==> src/rtl/la_cmd_pkg.sv <==
// ---------------------------------------------------------------------------
// la_cmd_pkg
// Shared definitions for the logic-analyser command path: opcode bytes,
// argument counts and decoder FSM state encodings. The TX controller imports
// this too, so it can recognise the '?' status opcode.
// ---------------------------------------------------------------------------
package la_cmd_pkg;

    localparam logic [7:0] OP_MASK = 8'h4D;  // 'M' : 1 arg, trigger mask
    localparam logic [7:0] OP_DIV  = 8'h44;  // 'D' : 2 args, sample divider
    localparam logic [7:0] OP_ARM  = 8'h41;  // 'A' : arm capture
    localparam logic [7:0] OP_RST  = 8'h52;  // 'R' : soft reset
    localparam logic [7:0] OP_STAT = 8'h3F;  // '?' : status report

    typedef enum logic [2:0] {
        ST_IDLE       = 3'd0,
        ST_CMD_UNLOAD = 3'd1,
        ST_ARG_WAIT   = 3'd2,
        ST_ARG_UNLOAD = 3'd3,
        ST_EXEC       = 3'd4,
        ST_ERROR      = 3'd5
    } dec_state_t;

    function automatic logic op_known(input logic [7:0] op);
        return (op == OP_MASK) || (op == OP_DIV) || (op == OP_ARM) ||
               (op == OP_RST)  || (op == OP_STAT);
    endfunction

    function automatic logic [1:0] op_nargs(input logic [7:0] op);
        case (op)
            OP_MASK: return 2'd1;
            OP_DIV:  return 2'd2;
            default: return 2'd0;
        endcase
    endfunction

endpackage

==> src/rtl/uart_cmd_decoder_if.sv <==
// ---------------------------------------------------------------------------
// uart_cmd_decoder_if
// Byte handshake between a UART receiver and the command decoder.
//   uart_rxdata      : received byte, valid while uart_rxempty = 0
//   uart_rxempty     : RX buffer holds no byte
//   uart_rx_enable   : receiver enable from the decoder
//   uart_uld_rx_data : one-cycle unload (pop) strobe from the decoder
// master = decoder side, slave = UART side.
// ---------------------------------------------------------------------------
interface uart_cmd_decoder_if;
    logic [7:0] uart_rxdata;
    logic       uart_rxempty;
    logic       uart_rx_enable;
    logic       uart_uld_rx_data;

    modport master (
        input  uart_rxdata,
        input  uart_rxempty,
        output uart_rx_enable,
        output uart_uld_rx_data
    );

    modport slave (
        output uart_rxdata,
        output uart_rxempty,
        input  uart_rx_enable,
        input  uart_uld_rx_data
    );
endinterface

==> src/rtl/uart_cmd_decoder.sv <==
// ---------------------------------------------------------------------------
// uart_cmd_decoder
// Pulls command frames (opcode + 0..2 argument bytes, MSB first) out of a
// UART receiver and turns them into configuration registers and one-cycle
// control pulses. Bad opcodes, zero dividers and stalled frames are counted.
//   clk, rst          : clock, synchronous active-high reset
//   bus               : UART RX handshake (master side)
//   o_trig_mask       : trigger input mask
//   o_sample_div      : sample clock divider
//   o_arm_pulse       : capture arm request (1 cycle)
//   o_soft_rst_pulse  : trigger/FIFO reset request (1 cycle)
//   o_status_req      : status report request (1 cycle)
//   o_cmd_err_cnt     : rejected frame count, saturating
//   o_busy            : FSM not in IDLE
//   o_state_debug     : current FSM state encoding
// ---------------------------------------------------------------------------
module uart_cmd_decoder
    import la_cmd_pkg::*;
#(
    parameter int unsigned TIMEOUT_CYCLES = 1000000,
    parameter logic [2:0]  MASK_RST       = 3'b111,
    parameter logic [15:0] DIV_RST        = 16'd1
) (
    input  logic                clk,
    input  logic                rst,
    uart_cmd_decoder_if.master  bus,
    output logic [2:0]          o_trig_mask,
    output logic [15:0]         o_sample_div,
    output logic                o_arm_pulse,
    output logic                o_soft_rst_pulse,
    output logic                o_status_req,
    output logic [7:0]          o_cmd_err_cnt,
    output logic                o_busy,
    output logic [2:0]          o_state_debug
);

    localparam int TW = $clog2(TIMEOUT_CYCLES + 1);

    dec_state_t  r_state, w_next;
    logic [7:0]  r_opcode;
    logic [1:0]  r_args_left;
    logic [15:0] r_shadow;
    logic [TW-1:0] r_timeout;
    logic [2:0]  r_trig_mask;
    logic [15:0] r_sample_div;
    logic [7:0]  r_err_cnt;
    logic        r_rx_en;
    logic        w_uld;
    logic        w_to_hit;
    logic [15:0] w_shadow_next;

    assign w_shadow_next = {r_shadow[7:0], bus.uart_rxdata};
    assign w_to_hit      = (r_timeout == TW'(TIMEOUT_CYCLES));

    // Unload states always last exactly one cycle and are never followed by
    // another unload state, so the UART has popped the byte before the FSM
    // next looks at uart_rxempty.
    always_comb begin
        w_next = r_state;
        w_uld  = 1'b0;
        case (r_state)
            ST_IDLE: begin
                if (!bus.uart_rxempty) w_next = ST_CMD_UNLOAD;
            end
            ST_CMD_UNLOAD: begin
                w_uld = 1'b1;
                if (!op_known(bus.uart_rxdata))              w_next = ST_ERROR;
                else if (op_nargs(bus.uart_rxdata) == 2'd0)  w_next = ST_EXEC;
                else                                         w_next = ST_ARG_WAIT;
            end
            ST_ARG_WAIT: begin
                if (w_to_hit)               w_next = ST_ERROR;
                else if (!bus.uart_rxempty) w_next = ST_ARG_UNLOAD;
            end
            ST_ARG_UNLOAD: begin
                w_uld = 1'b1;
                if (r_args_left == 2'd1) begin
                    // A zero divider is rejected before it can reach EXEC.
                    if (r_opcode == OP_DIV && w_shadow_next == 16'd0) w_next = ST_ERROR;
                    else                                             w_next = ST_EXEC;
                end else begin
                    w_next = ST_ARG_WAIT;
                end
            end
            ST_EXEC:  w_next = ST_IDLE;
            ST_ERROR: w_next = ST_IDLE;
            default:  w_next = ST_IDLE;
        endcase
    end

    always_ff @(posedge clk) begin
        if (rst) begin
            r_state      <= ST_IDLE;
            r_opcode     <= 8'd0;
            r_args_left  <= 2'd0;
            r_shadow     <= 16'd0;
            r_timeout    <= '0;
            r_trig_mask  <= MASK_RST;
            r_sample_div <= DIV_RST;
            r_err_cnt    <= 8'd0;
            r_rx_en      <= 1'b0;
        end else begin
            r_state <= w_next;
            r_rx_en <= 1'b1;

            if (w_uld)                                     r_timeout <= '0;
            else if (r_state == ST_ARG_WAIT && !w_to_hit)  r_timeout <= r_timeout + 1'b1;

            case (r_state)
                ST_CMD_UNLOAD: begin
                    r_opcode    <= bus.uart_rxdata;
                    r_args_left <= op_nargs(bus.uart_rxdata);
                    r_shadow    <= 16'd0;
                end
                ST_ARG_UNLOAD: begin
                    r_shadow    <= w_shadow_next;
                    r_args_left <= r_args_left - 2'd1;
                end
                ST_EXEC: begin
                    if (r_opcode == OP_MASK) r_trig_mask  <= r_shadow[2:0];
                    if (r_opcode == OP_DIV)  r_sample_div <= r_shadow;
                end
                ST_ERROR: begin
                    if (r_err_cnt != 8'hFF) r_err_cnt <= r_err_cnt + 8'd1;
                end
                default: ;
            endcase
        end
    end

    assign bus.uart_uld_rx_data = w_uld;
    assign bus.uart_rx_enable   = r_rx_en;

    assign o_trig_mask      = r_trig_mask;
    assign o_sample_div     = r_sample_div;
    assign o_arm_pulse      = (r_state == ST_EXEC) && (r_opcode == OP_ARM);
    assign o_soft_rst_pulse = (r_state == ST_EXEC) && (r_opcode == OP_RST);
    assign o_status_req     = (r_state == ST_EXEC) && (r_opcode == OP_STAT);
    assign o_cmd_err_cnt    = r_err_cnt;
    assign o_busy           = (r_state != ST_IDLE);
    assign o_state_debug    = r_state;

endmodule

==> src/flat_wrapper.sv <==
// flat-port wrapper written by rule: the top's interface ports become plain ports
module uart_cmd_decoder_flat import la_cmd_pkg::*;
#(
    parameter int unsigned TIMEOUT_CYCLES = 1000000,
    parameter logic [2:0]  MASK_RST       = 3'b111,
    parameter logic [15:0] DIV_RST        = 16'd1
)
  (clk, rst, o_trig_mask, o_sample_div, o_arm_pulse, o_soft_rst_pulse, o_status_req, o_cmd_err_cnt, o_busy, o_state_debug, bus_uart_rxdata, bus_uart_rxempty, bus_uart_rx_enable, bus_uart_uld_rx_data);
  uart_cmd_decoder_if bus_i ();
  input  logic clk;
  input  logic rst;
  output logic [2:0] o_trig_mask;
  output logic [15:0] o_sample_div;
  output logic o_arm_pulse;
  output logic o_soft_rst_pulse;
  output logic o_status_req;
  output logic [7:0] o_cmd_err_cnt;
  output logic o_busy;
  output logic [2:0] o_state_debug;
  input wire logic [$bits(bus_i.uart_rxdata)-1:0] bus_uart_rxdata;
  input wire logic [$bits(bus_i.uart_rxempty)-1:0] bus_uart_rxempty;
  output wire logic [$bits(bus_i.uart_rx_enable)-1:0] bus_uart_rx_enable;
  output wire logic [$bits(bus_i.uart_uld_rx_data)-1:0] bus_uart_uld_rx_data;
  assign bus_i.uart_rxdata = bus_uart_rxdata;
  assign bus_i.uart_rxempty = bus_uart_rxempty;
  assign bus_uart_rx_enable = bus_i.uart_rx_enable;
  assign bus_uart_uld_rx_data = bus_i.uart_uld_rx_data;
  uart_cmd_decoder #(.TIMEOUT_CYCLES(TIMEOUT_CYCLES), .MASK_RST(MASK_RST), .DIV_RST(DIV_RST)) u_core (.clk(clk), .rst(rst), .bus(bus_i), .o_trig_mask(o_trig_mask), .o_sample_div(o_sample_div), .o_arm_pulse(o_arm_pulse), .o_soft_rst_pulse(o_soft_rst_pulse), .o_status_req(o_status_req), .o_cmd_err_cnt(o_cmd_err_cnt), .o_busy(o_busy), .o_state_debug(o_state_debug));
endmodule
==> config.mk <==
export PLATFORM = sky130hd
export DESIGN_NAME = uart_cmd_decoder_flat
export DESIGN_NICKNAME = d
export VERILOG_FILES = /design/src/rtl/la_cmd_pkg.sv /design/src/rtl/uart_cmd_decoder_if.sv /design/src/rtl/uart_cmd_decoder.sv /design/src/flat_wrapper.sv
export SDC_FILE = /design/constraint.sdc
export NUM_CORES = 1
export LEC_CHECK = 0
export ABC_AREA = 1
export ABC_CLOCK_PERIOD_IN_PS = 4400
export BUFFER_PORTS_ARGS = -buffer_cell sky130_fd_sc_hd__buf_2
export CAP_MARGIN = 25
export CORE_MARGIN = 3
export CORE_UTILIZATION = 44
export CTS_BUF_LIST = sky130_fd_sc_hd__clkbuf_16
export DETAILED_ROUTE_END_ITERATION = 10
export SYNTH_ARGS = -nofsm -noshare
export SYNTH_HDL_FRONTEND = slang
export SYNTH_SLANG_ARGS = --single-unit
==> constraint.sdc <==
create_clock -name clk -period 4.4 [get_ports clk]
set_clock_uncertainty 0.15 [all_clocks]
set_input_delay 0.22 -clock clk [delete_from_list [all_inputs] [get_ports clk]]
set_output_delay 0.22 -clock clk [all_outputs]
set_load 0.05 [all_outputs]
Yosys cells after proc, flatten, opt, wreduce, memory -nomap -nowiden
Cells that the tools add are included.

word-level totals
  word-level logic and storage cells = 68
  input bits = 11
  output and inout port bits = 36
  bits in registers = 77

operators by class
  equality and inequality tests = 20
  reduce and logical (&&, ||, !) cells = 21
  mux-type cells = 15
  add/sub/neg operators = 3

operators by type and width
  operator                                                         number
  8-bit by 7-bit == test with 1-bit output, second input constant  8
  16-bit case mux with 2 select lines                              1
  20-bit by 1-bit adder with 20-bit output, second input constant  1
  20-bit == test, second input constant                            1
  3-bit two-way mux                                                6
  8-bit by 6-bit == test with 1-bit output, second input constant  2
  16-bit zero test                                                 1
  3-bit case mux with 4 select lines                               1
  8-bit by 1-bit adder with 8-bit output, second input constant    1
  8-bit != test, second input constant                             1
  2-bit case mux with 2 select lines                               2
  2-bit AND reduction                                              4
  3-bit by 2-bit == test with 1-bit output, second input constant  2
  3-bit == test, second input constant                             2
  1-bit logical AND                                                5
  1-bit logical OR                                                 4
  2-bit two-way mux                                                2
  2-bit OR reduction                                               2
  3-bit by 1-bit == test with 1-bit output, second input constant  1
  3-bit zero test                                                  1
  1-bit two-way mux                                                3
  3-bit by 2-bit != test with 1-bit output, second input constant  1
  3-bit nonzero test                                               1
  2-bit by 1-bit == test with 1-bit output, second input constant  1
  5 further kinds                                                  5

Longest topological paths before layout
  depth after elaboration = 11
  depth in mapped cells = 10

Worst setup path after synthesis
OpenSTA, ideal clock, no wires.

  path kind = register to output
  start point = register u_core.r_state[2], in the netlist u_core.o_state_debug[2]
  end point = output port o_soft_rst_pulse
  path slack = 1596 ps
  cell stages (with the launch flop) = 5
  arrival time = 2434 ps
  cells stage by stage = dfxtp_1 nand3_1 inv_2 nand4_1 nor4_1

between the ends
  word-level cells in the longest chain between the ends = 2

ends and longest elaborated chain
  item                      line                     source
  start: declaration        uart_cmd_decoder.sv:39   dec_state_t r_state, w_next;
  start signal: assignment  uart_cmd_decoder.sv:103  r_state <= w_next;
  3-bit == test             uart_cmd_decoder.sv:137  assign o_soft_rst_pulse = (r_state == ST_EXEC) && (r_opcode == OP_RST);
  1-bit logical AND         uart_cmd_decoder.sv:137
  end: declaration          flat_wrapper.sv:15       output logic o_soft_rst_pulse;

Every way passes these cells.

Worst setup path in the final report
  start point = register u_core.r_state[1], in the netlist u_core.o_state_debug[1]
  end point = register u_core.r_shadow[7]

between the ends
  word-level cells in the longest chain between the ends = 2
  elaborated cells between the ends (all ways) = 4
  those cells by class = eq/ne (2); mux (1); reduce/logical (1)

ends and longest elaborated chain
  item                                                                                                  line                     source
  3-bit by 2-bit == test with 1-bit output or 3-bit by 1-bit == test with 1-bit output (tied branches)  n/a
  16-bit case mux with 2 select lines or 2-bit nonzero test (tied branches)                             n/a
  end signal: assignment                                                                                uart_cmd_decoder.sv:116  r_shadow <= w_shadow_next;
  end: declaration                                                                                      uart_cmd_decoder.sv:42   logic [15:0] r_shadow;

Several ways; a longest one is shown, not always the timed one.
A chain may end at the register's enable or synchronous reset.

==> results.toml <==
[final_layout]
fin_area_um2 = 4192
instances_no_fill = 672
nFillCells = 780
fin_util_pct = 53.14
area_growth_pct = 14.65
n_antenna_cell = 0
drive_above_1_share_pct = 13.16
nNetsFinal = 581

[sta]
tns_ns = 0
fin_crit_ns = 2.101
setup_viol = 0
finalCritPeriodShare_pct = 47.74
hold_viol = 0
holdWs_ns = 0.02853
fmax_mhz = 476.1
grt_setup_unrepaired = "false"
max_slew_margin_pct = 29.88
tightest_slew_ns = 1.051
fin_ws_ns = 2.299
drv_slew = 0

[placed_design]
dp_slack_ns = 2.300
gp_congestion = 0.8548
post-dp-hpwl_mm = 6.254
postPlaceCellArea_um2 = 3918
place_inst = 656
port_buffers = 46

[synth]
netlist_area_um2 = 3656
synth-xor-area-share_pct = 3.114
synth_mux_area_share_pct = 0
synth_top_family_by_area = "simple AND/OR/NAND/NOR gates"
ys_seq_area_share_pct = 42.16
synth.top_cell.area_share_pct = 42.16
yosys.area_share.simple_pct = 29.64
synthAdderAreaFrac_pct = 1.369
synth_cell_types = 30
avgSynthCellArea_um2 = 6.964
synth-seq-cells = 77
syn-num-nets = 540
synthFlopType = "dfxtp_1"
synthTopCellsByArea = "dfxtp_1, nand2_1, a21oi_1"
synth_top_area_cell = "dfxtp_1"
async_flop_share_pct = 0
synth-compound-area-share_pct = 15.23
synth_cells = 525
synth_edf_count = 0
ys_warn_count = 0

[setup_path]
cpPeakStageDelay_ns = 0.43
reg2reg_to = "u_core.r_shadow[7]$_SDFFE_PP0P_"
r2r_start = "u_core.o_state_debug[1]$_SDFFE_PP0P_"
path_cells = "inv_1, nand3_2, nand2_2, nor2_2, inv_2, o32ai_1"
path_class = "reg -> reg"
start_kind = "register"
crit_required_ns = 4.48
cp_max_fo = 25
r2r_cells = 6
crit_slowest_cell = "nor2_2"
r2r_setup_slack_ns = 2.30
endpoint_kind = "register"
worstPathArrival_ns = 2.18

[pwr]
powerDensity_nw_per_um2 = 361.7
p_leak_nw = 1.661
power_mw = 1.516
vdd_ir_drop_max_mv = 0.1836

[global_route]
grt_usage_pct = 18.59
grt_pass1_vias = 3081
grt_pass1_wl_mm = 14.51
grt_max_degree = 39
antenna_found_initial = 0
grt-ovfl-total = 0

[job]
maxCapViolations = 0

[route]
wl_per_cell_um = 12.77
drt_iter0_markers = 115
wl_met2_mm = 3.933
drt_wl_total_mm = 8.581
drt_first_pass_iters = 5
topRoutingLayerUsed = "met4"
wl_met3_um = 401
dr_total_vias = 3362
route.detailed.drc = 0
routed_via_density = 5.003
ant_nets = 0
wl_met1_mm = 4.093

[hold_path]
hold_class = "in -> reg"
min_from = "bus_uart_rxdata[4]"
worstHoldEndpoint = "u_core.r_opcode[4]$_SDFFE_PP0P_"
hold_path_depth = 3

[cts]
h-tree-depth = 3
cts_tree = "done"
clock-root-buffer = "clkbuf_16"
cts.repair.resized = 0
clockBufferDepth = 2
numCtsBuffers = 9
path_clk_slew_ns = 0.06
clk_latency_ns = 0.33
numClockSinks = 77

[die]
initial_core_util_pct = 46.35
num_rows = 32
dieArea_um2 = 9439
dieHeight_um = 97.16
coreArea_um2 = 7888
die_w_um = 97.16
ios = 47

[run_status]
outcome = "completed"
-- routing by layer --
metal	global-route usage, %	vias to the layer above
met2	30.15	63
met5	0	-
li1	-	1795
met3	4.379	13
met4	7.019	0
met1	23.98	1491
-- cell type report --
| type | instances | area, µm² | area share (%) |
|---|---|---|---|
| multi-input cells | 374 | 1804 | 43.04 |
| well taps | 102 | 127.6 | 3.045 |
| inverters | 57 | 214.0 | 5.104 |
| repair buffers | 47 | 240.2 | 5.731 |
| flip-flops and latches | 77 | 1541 | 36.78 |
| clock inverters | 6 | 38.79 | 0.9254 |
| clock buffers | 9 | 225.2 | 5.373 |
-- synth_stat cells (6+ instances only) --
library cell / number
nand2_1: 152
dfxtp_1: 77
nor2_1: 62
a21oi_1: 51
inv_1: 50
nand3_1: 25
o21ai_0: 23
a32o_1: 10
buf_2: 8
xor2_1: 8
inv_2: 6
nand4_1: 6
-- timing repair --
| action | 4_1_cts | 5_1_grt |
|---|---|---|
| hold buffers | 1 | 0 |
| hold endpoints to repair | 1 | 0 |
| setup buffers | 0 | 0 |
-- how the worst max path moves through the flow --
stage | startpoint | endpoint | slack [ns] | cells past startpoint
2_1_floorplan | u_core.o_state_debug[2]$_SDFFE_PP0P_ | o_soft_rst_pulse | 1.60 | 4
3_3_place_gp | u_core.o_state_debug[1]$_SDFFE_PP0P_ | u_core.r_shadow[6]$_SDFFE_PP0P_ | 2.43 | 6
3_5_place_dp | u_core.o_state_debug[1]$_SDFFE_PP0P_ | u_core.r_shadow[6]$_SDFFE_PP0P_ | 2.30 | 6
4_1_cts | u_core.o_state_debug[1]$_SDFFE_PP0P_ | u_core.r_shadow[7]$_SDFFE_PP0P_ | 2.28 | 6
5_1_grt | u_core.o_state_debug[1]$_SDFFE_PP0P_ | u_core.r_timeout[19]$_SDFFE_PP0N_ | 2.09 | 6
6_report | u_core.o_state_debug[1]$_SDFFE_PP0P_ | u_core.r_shadow[7]$_SDFFE_PP0P_ | 2.30 | 6
-- cells in the final DEF (no fill, tap or decap), drive strengths merged --
cell type    synthesis  layout
buf                 12      46
or2                  2       2
dlygate4sd3          0       1
o21ai               24      24
ha                   4       4
nor3                 5       5
nand3b               1       1
a32o                10      10
o221ai               1       1
nor4                 2       2
dfxtp               77      77
a21oi               51      51
o32ai                4       4
nand2              154     154
inv                 56      58
nand4                6       6
clkinvlp             0       1
clkinv               1       4
clkbuf               5       9
nor2                64      64
nand3               28      28
xor2                 8       8
o211ai               5       5
xnor2                5       5
-- cells by family after synthesis --
kind of cell / Yosys count
and+or+nand+nor: 262
AOI/OAI and AO/OA: 95
DFF: 77
buffers and inverters: 74
xor gates and xnor gates: 13
adders and majority gates: 4
-- report_power, final --
part | leakage, nW | internal (mW) | switching [mW]
logic | 0.909 | 0.0300 | 0.0913
clock network | 0.130 | 0.378 | 0.292
registers | 0.623 | 0.712 | 0.0119
-- critical path: cells and delay by family (launching register included) --
family	cells	cell delay, ns
and+or+nand+nor	3	0.76
DFF	1	0.42
buffers and inverters	2	0.44
AOI/OAI and AO/OA	1	0.21
-- sequential cells by signal, summed over array words and instances (netlist names) --
| signal | cells |
|---|---|
| u_core.r_timeout | 20 |
| u_core.o_sample_div | 16 |
| u_core.r_shadow | 16 |
| u_core.o_cmd_err_cnt | 8 |
| u_core.r_opcode | 8 |
| u_core.o_state_debug | 3 |
| u_core.o_trig_mask | 3 |
| u_core.r_args_left | 2 |
| u_core.bus.uart_rx_enable | 1 |
Power figures use the tool's default switching activity.
